`src/rtl/display_scan_ctrl_pkg.sv`:
```
// Glyph codes shared between the scan controller and the seven-segment driver,
// plus the display mode encoding.
package display_scan_ctrl_pkg;

    localparam logic [3:0] GLY_0     = 4'h0;
    localparam logic [3:0] GLY_1     = 4'h1;
    localparam logic [3:0] GLY_2     = 4'h2;
    localparam logic [3:0] GLY_3     = 4'h3;
    localparam logic [3:0] GLY_4     = 4'h4;
    localparam logic [3:0] GLY_5     = 4'h5;
    localparam logic [3:0] GLY_6     = 4'h6;
    localparam logic [3:0] GLY_7     = 4'h7;
    localparam logic [3:0] GLY_8     = 4'h8;
    localparam logic [3:0] GLY_9     = 4'h9;
    localparam logic [3:0] GLY_STAR  = 4'hA;
    localparam logic [3:0] GLY_HASH  = 4'hB;
    localparam logic [3:0] GLY_E     = 4'hC;
    localparam logic [3:0] GLY_R     = 4'hD;
    localparam logic [3:0] GLY_BLANK = 4'hE;

    typedef enum logic {
        MODE_ENTRY = 1'b0,
        MODE_ERR   = 1'b1
    } mode_e;

    // True for the ten numeric glyphs; everything from '*' upward is a control key.
    function automatic logic is_digit(input logic [3:0] code);
        return code <= GLY_9;
    endfunction

endpackage

```
`src/rtl/display_scan_ctrl_scan_timer.sv`:
```
// Free-running digit scan: a prescaler that wraps every SCAN_DIV cycles and a
// position index that steps once per wrap, cycling 0..NUM_DIGITS-1.
module display_scan_ctrl_scan_timer #(
    parameter int NUM_DIGITS = 4,
    parameter int SCAN_DIV   = 1000,
    localparam int IW = $clog2(NUM_DIGITS),
    localparam int PW = $clog2(SCAN_DIV)
) (
    input  logic          clk,
    input  logic          rst_n,
    output logic [IW-1:0] scan_idx,
    output logic          step
);

    logic [PW-1:0] presc;

    assign step = (presc == PW'(SCAN_DIV - 1));

    // Prescaler and scan index advance together; the index moves on prescaler wrap.
    always_ff @(posedge clk or negedge rst_n) begin
        if (!rst_n) begin
            presc    <= '0;
            scan_idx <= '0;
        end else if (step) begin
            presc    <= '0;
            scan_idx <= (scan_idx == IW'(NUM_DIGITS - 1)) ? '0 : scan_idx + 1'b1;
        end else begin
            presc    <= presc + 1'b1;
        end
    end

endmodule

```
`src/rtl/display_scan_ctrl.sv`:
```
// Entry buffer, ENTRY/ERR mode control and registered glyph/position output
// for the multiplexed seven-segment display.
//
//  state      | meaning
//  -----------+-----------------------------------------------------------
//  MODE_ENTRY | buffer shows keyed digits; digit and '*' keys are accepted
//  MODE_ERR   | "Err" shown for ERR_HOLD cycles; keys ignored, clear aborts
module display_scan_ctrl
    import display_scan_ctrl_pkg::*;
#(
    parameter int NUM_DIGITS = 4,
    parameter int SCAN_DIV   = 1000,
    parameter int ERR_HOLD   = 50000000,
    localparam int CW = $clog2(NUM_DIGITS + 1),
    localparam int IW = $clog2(NUM_DIGITS),
    localparam int HW = (ERR_HOLD > 1) ? $clog2(ERR_HOLD) : 1
) (
    input  logic                  clk,
    input  logic                  rst_n,
    input  logic                  key_valid,
    input  logic [3:0]            key_code,
    input  logic                  clear,
    input  logic                  show_err,
    output logic [3:0]            code_out,
    output logic [NUM_DIGITS-1:0] digit_en,
    output logic [CW-1:0]         digit_count,
    output logic                  err_active
);

    mode_e         state, state_nxt;
    logic [HW-1:0] hold, hold_nxt;
    logic          buf_clr;
    logic          key_push, key_pop;
    logic [3:0]    slots [NUM_DIGITS];
    logic [IW-1:0] scan_idx;
    logic          scan_step;
    logic [3:0]    glyph_nxt;

    display_scan_ctrl_scan_timer #(
        .NUM_DIGITS (NUM_DIGITS),
        .SCAN_DIV   (SCAN_DIV)
    ) u_scan_timer (
        .clk      (clk),
        .rst_n    (rst_n),
        .scan_idx (scan_idx),
        .step     (scan_step)
    );

    // The mode register itself is the error indicator.
    assign err_active = state;

    // Mode and hold counter registers.
    always_ff @(posedge clk or negedge rst_n) begin
        if (!rst_n) begin
            state <= MODE_ENTRY;
            hold  <= '0;
        end else begin
            state <= state_nxt;
            hold  <= hold_nxt;
        end
    end

    // Next mode: show_err beats clear, clear beats the hold timeout.
    always_comb begin
        state_nxt = state;
        hold_nxt  = hold;
        buf_clr   = 1'b0;
        if (show_err) begin
            state_nxt = MODE_ERR;
            hold_nxt  = HW'(ERR_HOLD - 1);
            buf_clr   = 1'b1;
        end else if (clear) begin
            state_nxt = MODE_ENTRY;
            buf_clr   = 1'b1;
        end else if (state == MODE_ERR) begin
            if (hold == '0) begin
                state_nxt = MODE_ENTRY;
            end else begin
                hold_nxt = hold - 1'b1;
            end
        end
    end

    // Keys only act in ENTRY mode and only when no higher-priority strobe is present.
    always_comb begin
        key_push = 1'b0;
        key_pop  = 1'b0;
        if (!show_err && !clear && state == MODE_ENTRY && key_valid) begin
            key_push = is_digit(key_code) && (digit_count < CW'(NUM_DIGITS));
            key_pop  = (key_code == GLY_STAR) && (digit_count != '0);
        end
    end

    // Entry buffer: new digits enter at slot 0, backspace shifts back toward slot 0.
    always_ff @(posedge clk or negedge rst_n) begin
        if (!rst_n) begin
            for (int i = 0; i < NUM_DIGITS; i++) slots[i] <= GLY_BLANK;
            digit_count <= '0;
        end else if (buf_clr) begin
            for (int i = 0; i < NUM_DIGITS; i++) slots[i] <= GLY_BLANK;
            digit_count <= '0;
        end else if (key_push) begin
            for (int i = NUM_DIGITS - 1; i > 0; i--) slots[i] <= slots[i-1];
            slots[0]    <= key_code;
            digit_count <= digit_count + 1'b1;
        end else if (key_pop) begin
            for (int i = 0; i < NUM_DIGITS - 1; i++) slots[i] <= slots[i+1];
            slots[NUM_DIGITS-1] <= GLY_BLANK;
            digit_count <= digit_count - 1'b1;
        end
    end

    // Glyph for the currently selected position; ERR mode overrides the buffer.
    always_comb begin
        glyph_nxt = GLY_BLANK;
        if (state == MODE_ERR) begin
            if (scan_idx == IW'(0) || scan_idx == IW'(1)) begin
                glyph_nxt = GLY_R;
            end else if (scan_idx == IW'(2)) begin
                glyph_nxt = GLY_E;
            end
        end else begin
            for (int i = 0; i < NUM_DIGITS; i++) begin
                if (scan_idx == IW'(i)) glyph_nxt = slots[i];
            end
        end
    end

    // Code and enable registered on the same edge so the pair never disagrees.
    always_ff @(posedge clk or negedge rst_n) begin
        if (!rst_n) begin
            code_out <= GLY_BLANK;
            digit_en <= NUM_DIGITS'(1);
        end else begin
            code_out <= glyph_nxt;
            digit_en <= NUM_DIGITS'(1) << scan_idx;
        end
    end

endmodule

```
`config.mk`:
```
export PLATFORM = sky130hd
export DESIGN_NAME = display_scan_ctrl
export DESIGN_NICKNAME = d
export VERILOG_FILES = /design/src/rtl/display_scan_ctrl_pkg.sv /design/src/rtl/display_scan_ctrl_scan_timer.sv /design/src/rtl/display_scan_ctrl.sv
export SDC_FILE = /design/constraint.sdc
export NUM_CORES = 1
export LEC_CHECK = 0
export ABC_CLOCK_PERIOD_IN_PS = 4250
export CAP_MARGIN = 40
export CORE_MARGIN = 3
export CORE_UTILIZATION = 40
export DETAILED_ROUTE_END_ITERATION = 10
export DONT_BUFFER_PORTS = 1
export PLACE_DENSITY = 0.57
export SLEW_MARGIN = 20
export SYNTH_ARGS = -nofsm -noshare
export SYNTH_HDL_FRONTEND = slang
export SYNTH_SLANG_ARGS = --single-unit
export TNS_END_PERCENT = 100
```
`constraint.sdc`:
```
create_clock -name clk -period 4.25 [get_ports clk]
set_input_delay 1.0625 -clock clk [delete_from_list [all_inputs] [get_ports clk]]
set_output_delay 1.0625 -clock clk [all_outputs]
set_load 0.02 [all_outputs]
```
Word level (Yosys, flattened, before mapping)

Index checks and enable logic that the tools add are counted.

Register bits: 66
Input bits: 9
Output and inout port bits: 12
Word-level logic and storage cells: 68

Add/sub/neg operators: 5
Magnitude comparators: 2
Equal/unequal tests: 7
Shift operators: 1
Mux-type cells: 27
Bitwise gates (word level): 1
Reduce and logical (&&, ||, !) cells: 14

Operator list:

| cell                    | number |
|---|---|
| $mux W26                | 4 |
| $mux W16                | 3 |
| $logic_not A26 Y1       | 1 |
| $sub A26 B1 Y26 const B | 1 |
| $mux W4                 | 6 |
| $add A10 B1 Y10 const B | 1 |
| $eq A10 B10 Y1 const B  | 1 |
| $mux W10                | 1 |
| $mux W3                 | 3 |
| $mux W1                 | 8 |
| $reduce_bool A3 Y1      | 2 |
| $logic_and A1 B1 Y1     | 5 |
| $eq A2 B2 Y1 const B    | 2 |
| $eq A4 B4 Y1 const B    | 1 |
| $le A4 B4 Y1 const B    | 1 |
| $mux W2                 | 2 |
| $shl A1 B2 Y4 const A   | 1 |
| $add A3 B1 Y3 const B   | 1 |
| $lt A3 B3 Y1 const B    | 1 |
| $reduce_and A3 Y1       | 1 |
| $sub A3 B1 Y3 const B   | 1 |
| $add A2 B1 Y2 const B   | 1 |
| $eq A2 B1 Y1 const B    | 1 |
| $logic_not A1 Y1        | 2 |
| other kinds (6)         | 6 |

Longest topological paths before layout

Depth after elaboration: 8
Mapped depth: 9
Gate-level depth less buffers: 7

Hierarchy

Synthesis repeated with hierarchy kept, for this count alone.

Cells, all modules: 362
Area total of the unflattened synthesis: 3547.2 um^2

By module, submodules not included:

| module                       | times used | cells an instance | area an instance (um^2) | sequential area each (um^2) |
|---|---|---|---|---|
| display_scan_ctrl            | 1          | 303               | 2911.5                  | 1371.3 |
| display_scan_ctrl_scan_timer | 1          | 59                | 635.6                   | 300.3 |

Least setup slack after synthesis

Ideal clock, no wire load.

Kind: input -> register
Start: input port show_err
End: register digit_count[2]
Setup time: 0.099 ns
Arrival time: 2.748 ns
Data required time: 4.151 ns
Slack: 1.403 ns
Stages: 8
Buffers on the path: 1
Cells stage by stage: nor4b_1 nand3b_1 clkbuf_1 xor2_1 ha_1 nor2_1 nand4b_1 a311oi_1

Cells in the longest elaborated chain, start to end: 7
Elaborated cells on any way between the ends: 10
Those cells by class: mux (5); reduce/logical (5)

Ends and longest elaborated chain:

| item                              | RTL line                 | source |
|---|---|---|
| from (decl)                       | display_scan_ctrl.sv:23  | `input logic show_err,` |
| $logic_not A1 Y1                  | display_scan_ctrl.sv:88  | `if (!show_err && !clear && state == MODE_ENTRY && key_valid) begin` |
| $logic_and A1 B1 Y1 (3 in series) | display_scan_ctrl.sv:88  |  |
| $mux W1                           | display_scan_ctrl.sv:88  |  |
| $mux W3                           | display_scan_ctrl.sv:102 | `end else if (key_push) begin` |
| $mux W3                           | display_scan_ctrl.sv:99  | `end else if (buf_clr) begin` |
| to (signal assigned)              | display_scan_ctrl.sv:105 | `digit_count <= digit_count + 1'b1;` |
| to (signal assigned)              | display_scan_ctrl.sv:109 | `digit_count <= digit_count - 1'b1;` |
| to (decl)                         | display_scan_ctrl.sv:26  | `output logic [CW-1:0] digit_count,` |

Parallel ways exist; a longest one is shown, timed or not.
A chain may end at the register's enable or synchronous reset.

Worst setup path in the final report

Start: register hold[0]
End: register hold[18]

Cells in the longest elaborated chain, start to end: 5
Elaborated cells on any way between the ends: 8
Those cells by class: add/sub (1); eq/ne (1); mux (4); reduce/logical (2)

Ends and longest elaborated chain:

| item                   | RTL line                | source |
|---|---|---|
| from (decl)            | display_scan_ctrl.sv:31 | `logic [HW-1:0] hold, hold_nxt;` |
| from (signal assigned) | display_scan_ctrl.sv:59 | `hold <= hold_nxt;` |
| $sub A26 B1 Y26        | display_scan_ctrl.sv:79 | `hold_nxt = hold - 1'b1;` |
| $mux W26               | display_scan_ctrl.sv:76 | `if (hold == '0) begin` |
| $mux W26               | display_scan_ctrl.sv:75 | `end else if (state == MODE_ERR) begin` |
| $mux W26               | display_scan_ctrl.sv:72 | `end else if (clear) begin` |
| $mux W26               | display_scan_ctrl.sv:68 | `if (show_err) begin` |

Parallel ways exist; a longest one is shown, timed or not. The select of a mux whose other input is x is not followed.

==> impl_metrics.py <==
metrics = {
    "power": {
        "power_frac_seq_pct": 48.3,
        "leakagePower_nw": 1.41,
        "peakVddDrop_mv": 0.164,
        "switching_share_pct": 19.8,
        "p_per_area_nw_per_um2": 357,
        "intPower_w": 0.00106,
        "power_frac_comb_pct": 2.1,
        "power.switching_w": 0.000263,
        "clock_power_share_pct": 49.6,
    },
    "worst_setup_path": {
        "crit_top_cell": "or4_1",
        "crit_fanout": 11,
        "crit_chain": "inv_1, ha_1, or4b_2, or4_1, or4b_1, or4_1, a21oi_1",
        "slowest_stage": "or4b_1",
        "worstSetupPathType": "reg2reg",
        "cp-end-kind": "flip-flop",
        "critical_path.startpoint_type": "flip-flop",
        "r2r_start": "hold[0]$_DFFE_PN0P_",
        "timing.rr.end": "hold[18]$_DFFE_PN0P_",
        "critPathBufInv": 1,
        "critPathMaxStageDelay_ns": 0.66,
        "rr_worst_depth": 7,
        "path_delay_family": "simple AND/OR/NAND/NOR gates",
        "ff2ff_setup_slack_ns": 1.25,
        "critPathRequiredTime_ns": 4.50,
        "worstPathArrival_ns": 3.25,
    },
    "sta": {
        "setup_tns_ns": 0,
        "slew_headroom_pct": 48.6,
        "tightest_slew_ns": 0.760,
        "fmax_mhz": 333,
        "skew_ns": 0.0113,
        "finalSetupViolations": 0,
        "final.min_clock_period_ns": 3.00,
        "hold_viol": 0,
        "finalMaxSlewViolations": 0,
        "rsz0062_at_grt": "no",
        "period_share_pct": 70.6,
        "hold_ws_ns": 0.415,
    },
    "floorplanning": {
        "die_area_um2": 9560,
        "rows": 32,
        "die_x_um": 97.8,
        "core-area_um2": 7970,
        "ios": 21,
        "start_util_pct": 42.3,
        "die_h_um": 97.8,
    },
    "clock_tree": {
        "clk_latency_ns": 0.34,
        "h-tree-depth": 3,
        "cts_hold_buffers": 0,
        "clockBufferDepth": 2,
        "cts_sinks": 66,
        "clk_pin_slew_worst_paths_ns": 0.08,
        "cts_resized": 0,
        "clock-root-buffer": "clkbuf_8",
        "cts_tree": "done",
        "cts_made_buffers": 9,
        "postCtsSetupBuffers": 0,
    },
    "layout": {
        "n_antenna_cell": 0,
        "multi_input_area_um2": 1610,
        "drive_gt1_share_pct": 13.8,
        "syn_to_final_growth_pct": 10.3,
        "seq_area_um2": 1670,
        "nets": 374,
        "fillers": 735,
    },
    "drt": {
        "drc_errors": 0,
        "wirelength_um": 7050,
        "drt-pass1-iter-count": 4,
        "ant_nets": 0,
        "viasPerCell": 5.63,
        "drt_iter0_drc": 117,
        "post_drt_wl_per_cell_um": 15.2,
        "vias": 2620,
    },
    "logic_synthesis": {
        "async_reset_ff_share_pct": 100,
        "ys_seq_elements": 66,
        "synth_area_leader_cell": "dfrtp_1",
        "synth_top_flop_cell": "dfrtp_1",
        "ys_types": 49,
        "synthesis.nets": 377,
        "ys_seq_area_share_pct": 49.6,
        "synth_area_leaders": "dfrtp_1 (37%), dfstp_2 (12%), nand2_1 (5.1%)",
        "ys_warn_count": 0,
        "yosys.area.top_type_share_pct": 37.1,
        "syn_avg_cell_area_um2": 9.33,
        "syn-cell-area_um2": 3370,
        "synth_cells": 361,
        "yosysMostFrequentCell": "dfrtp_1",
        "synth-edff-count": 0,
        "synth_common_cells": "dfrtp_1 (50), nand2_1 (46), o21ai_0 (32)",
    },
    "global_route": {
        "use_met1_pct": 21.3,
        "overflow": 0,
        "grt_usage_pct": 15.1,
        "grt_util_met3_pct": 3.21,
        "grt_pass1_wl_um": 11800,
        "grt_max_degree": 67,
        "use_met2_pct": 22.1,
        "busiest_layer": "met2",
        "grt_pass1_vias": 2372,
        "antenna_found_initial": 0,
    },
    "placed_design": {
        "port-buffer-count": 0,
        "gp_congestion": 0.758,
        "dpl.hpwl_um": 4540,
    },
    "run": {
        "drv_cap": 0,
    },
    "outcome": {
        "status": "finished clean",
    },
    "hold_path": {
        "hp-class": "in2async",
    },
}
## flip-flops by register name (all words and copies together), names as in the netlist
signal	flops
hold	26
digit_en	4
digit_count	3
err_active	1
code_out	4
u_scan_timer.presc	10
u_scan_timer.scan_idx	2
slots	16
## kinds of logic after synthesis
kind of cell,after synthesis,share of synthesized area [%]
AOI/OAI and AO/OA,76,13.7
xor gates and xnor gates,10,2.60
adders and majority gates,7,2.60
buffers and inverters,25,2.93
DFF,66,49.6
muxes,4,1.23
and+or+nand+nor,173,27.4
## power by group through the flow
stage	Combinational [W]	Clock [W]	Sequential, W
2_1_floorplan	0.0000235	0	0.000650
6_report	0.0000285	0.000658	0.000641
3_5_place_dp	0.0000285	0	0.000653
4_1_cts	0.0000286	0.000679	0.000641
3_3_place_gp	0.0000277	0	0.000652
5_1_grt	0.0000329	0.000702	0.000641
## worst max-delay path by stage
stage	cells past startpoint	end	slack, ns	start
after floorplan	8	digit_count[2]$_DFFE_PN0P_	1.40	show_err
after global placement	8	digit_count[2]$_DFFE_PN0P_	1.26	show_err
after detailed placement	8	digit_count[2]$_DFFE_PN0P_	1.17	show_err
after CTS	7	hold[18]$_DFFE_PN0P_	1.24	hold[0]$_DFFE_PN0P_
after global routing	7	hold[22]$_DFFE_PN0P_	1.11	hold[0]$_DFFE_PN0P_
final	7	hold[18]$_DFFE_PN0P_	1.25	hold[0]$_DFFE_PN0P_
## layout by cell type, fill, tap and decap left out, drive strengths merged, types with 2 or more instances in the layout
cell type	n
nor2b	10
a211oi	2
nor4b	3
o21bai	3
a21oi	12
o211ai	2
clkinv	2
nand3b	2
or4b	2
nor3	8
nor2	31
o41ai	2
nor3b	4
xnor2	4
nand4b	2
ha	7
nor4	5
or2	5
inv	6
bufinv	3
or3	10
xor2	6
clkbuf	11
and3	9
dfrtp	50
o31ai	10
nand2b	2
nand3	15
mux2i	3
nand2	46
dfstp	16
a31oi	6
buf	5
or4	16
o21ai	32
## metrics by stage
| stage | utilization [%] | std cells | instance area (µm²) | power (W) | worst slack [ns] |
|---|---|---|---|---|---|
| global route | 46.7 | 465 | 3720 | 0.00138 | 1.11 |
| global placement | 43.4 | 448 | 3460 | 0.000680 | 1.26 |
| finish | 46.7 | 465 | 3720 | 0.00133 | 1.25 |
| CTS | 46.7 | 465 | 3720 | 0.00135 | 1.24 |
| floorplan | - | 361 | 3370 | 0.000674 | 1.40 |
| detailed placement | 43.5 | 449 | 3470 | 0.000681 | 1.17 |
## area by class of cell
class,count,share of cell area [%]
repair buffers,5,1.01
inverters,6,0.606
well taps,102,3.43
clock inverters,5,2.69
multi-input cells,270,43.2
clock buffers,11,4.07
flip-flops and latches,66,45.0
## layer usage
layer	vias to the layer above	routed length, µm
met5	-	0
met4	0	74
met3	6	277
met2	48	3140
met1	1263	3560
li1	1303	-
Note: power is estimated with default switching activity, not from simulation.
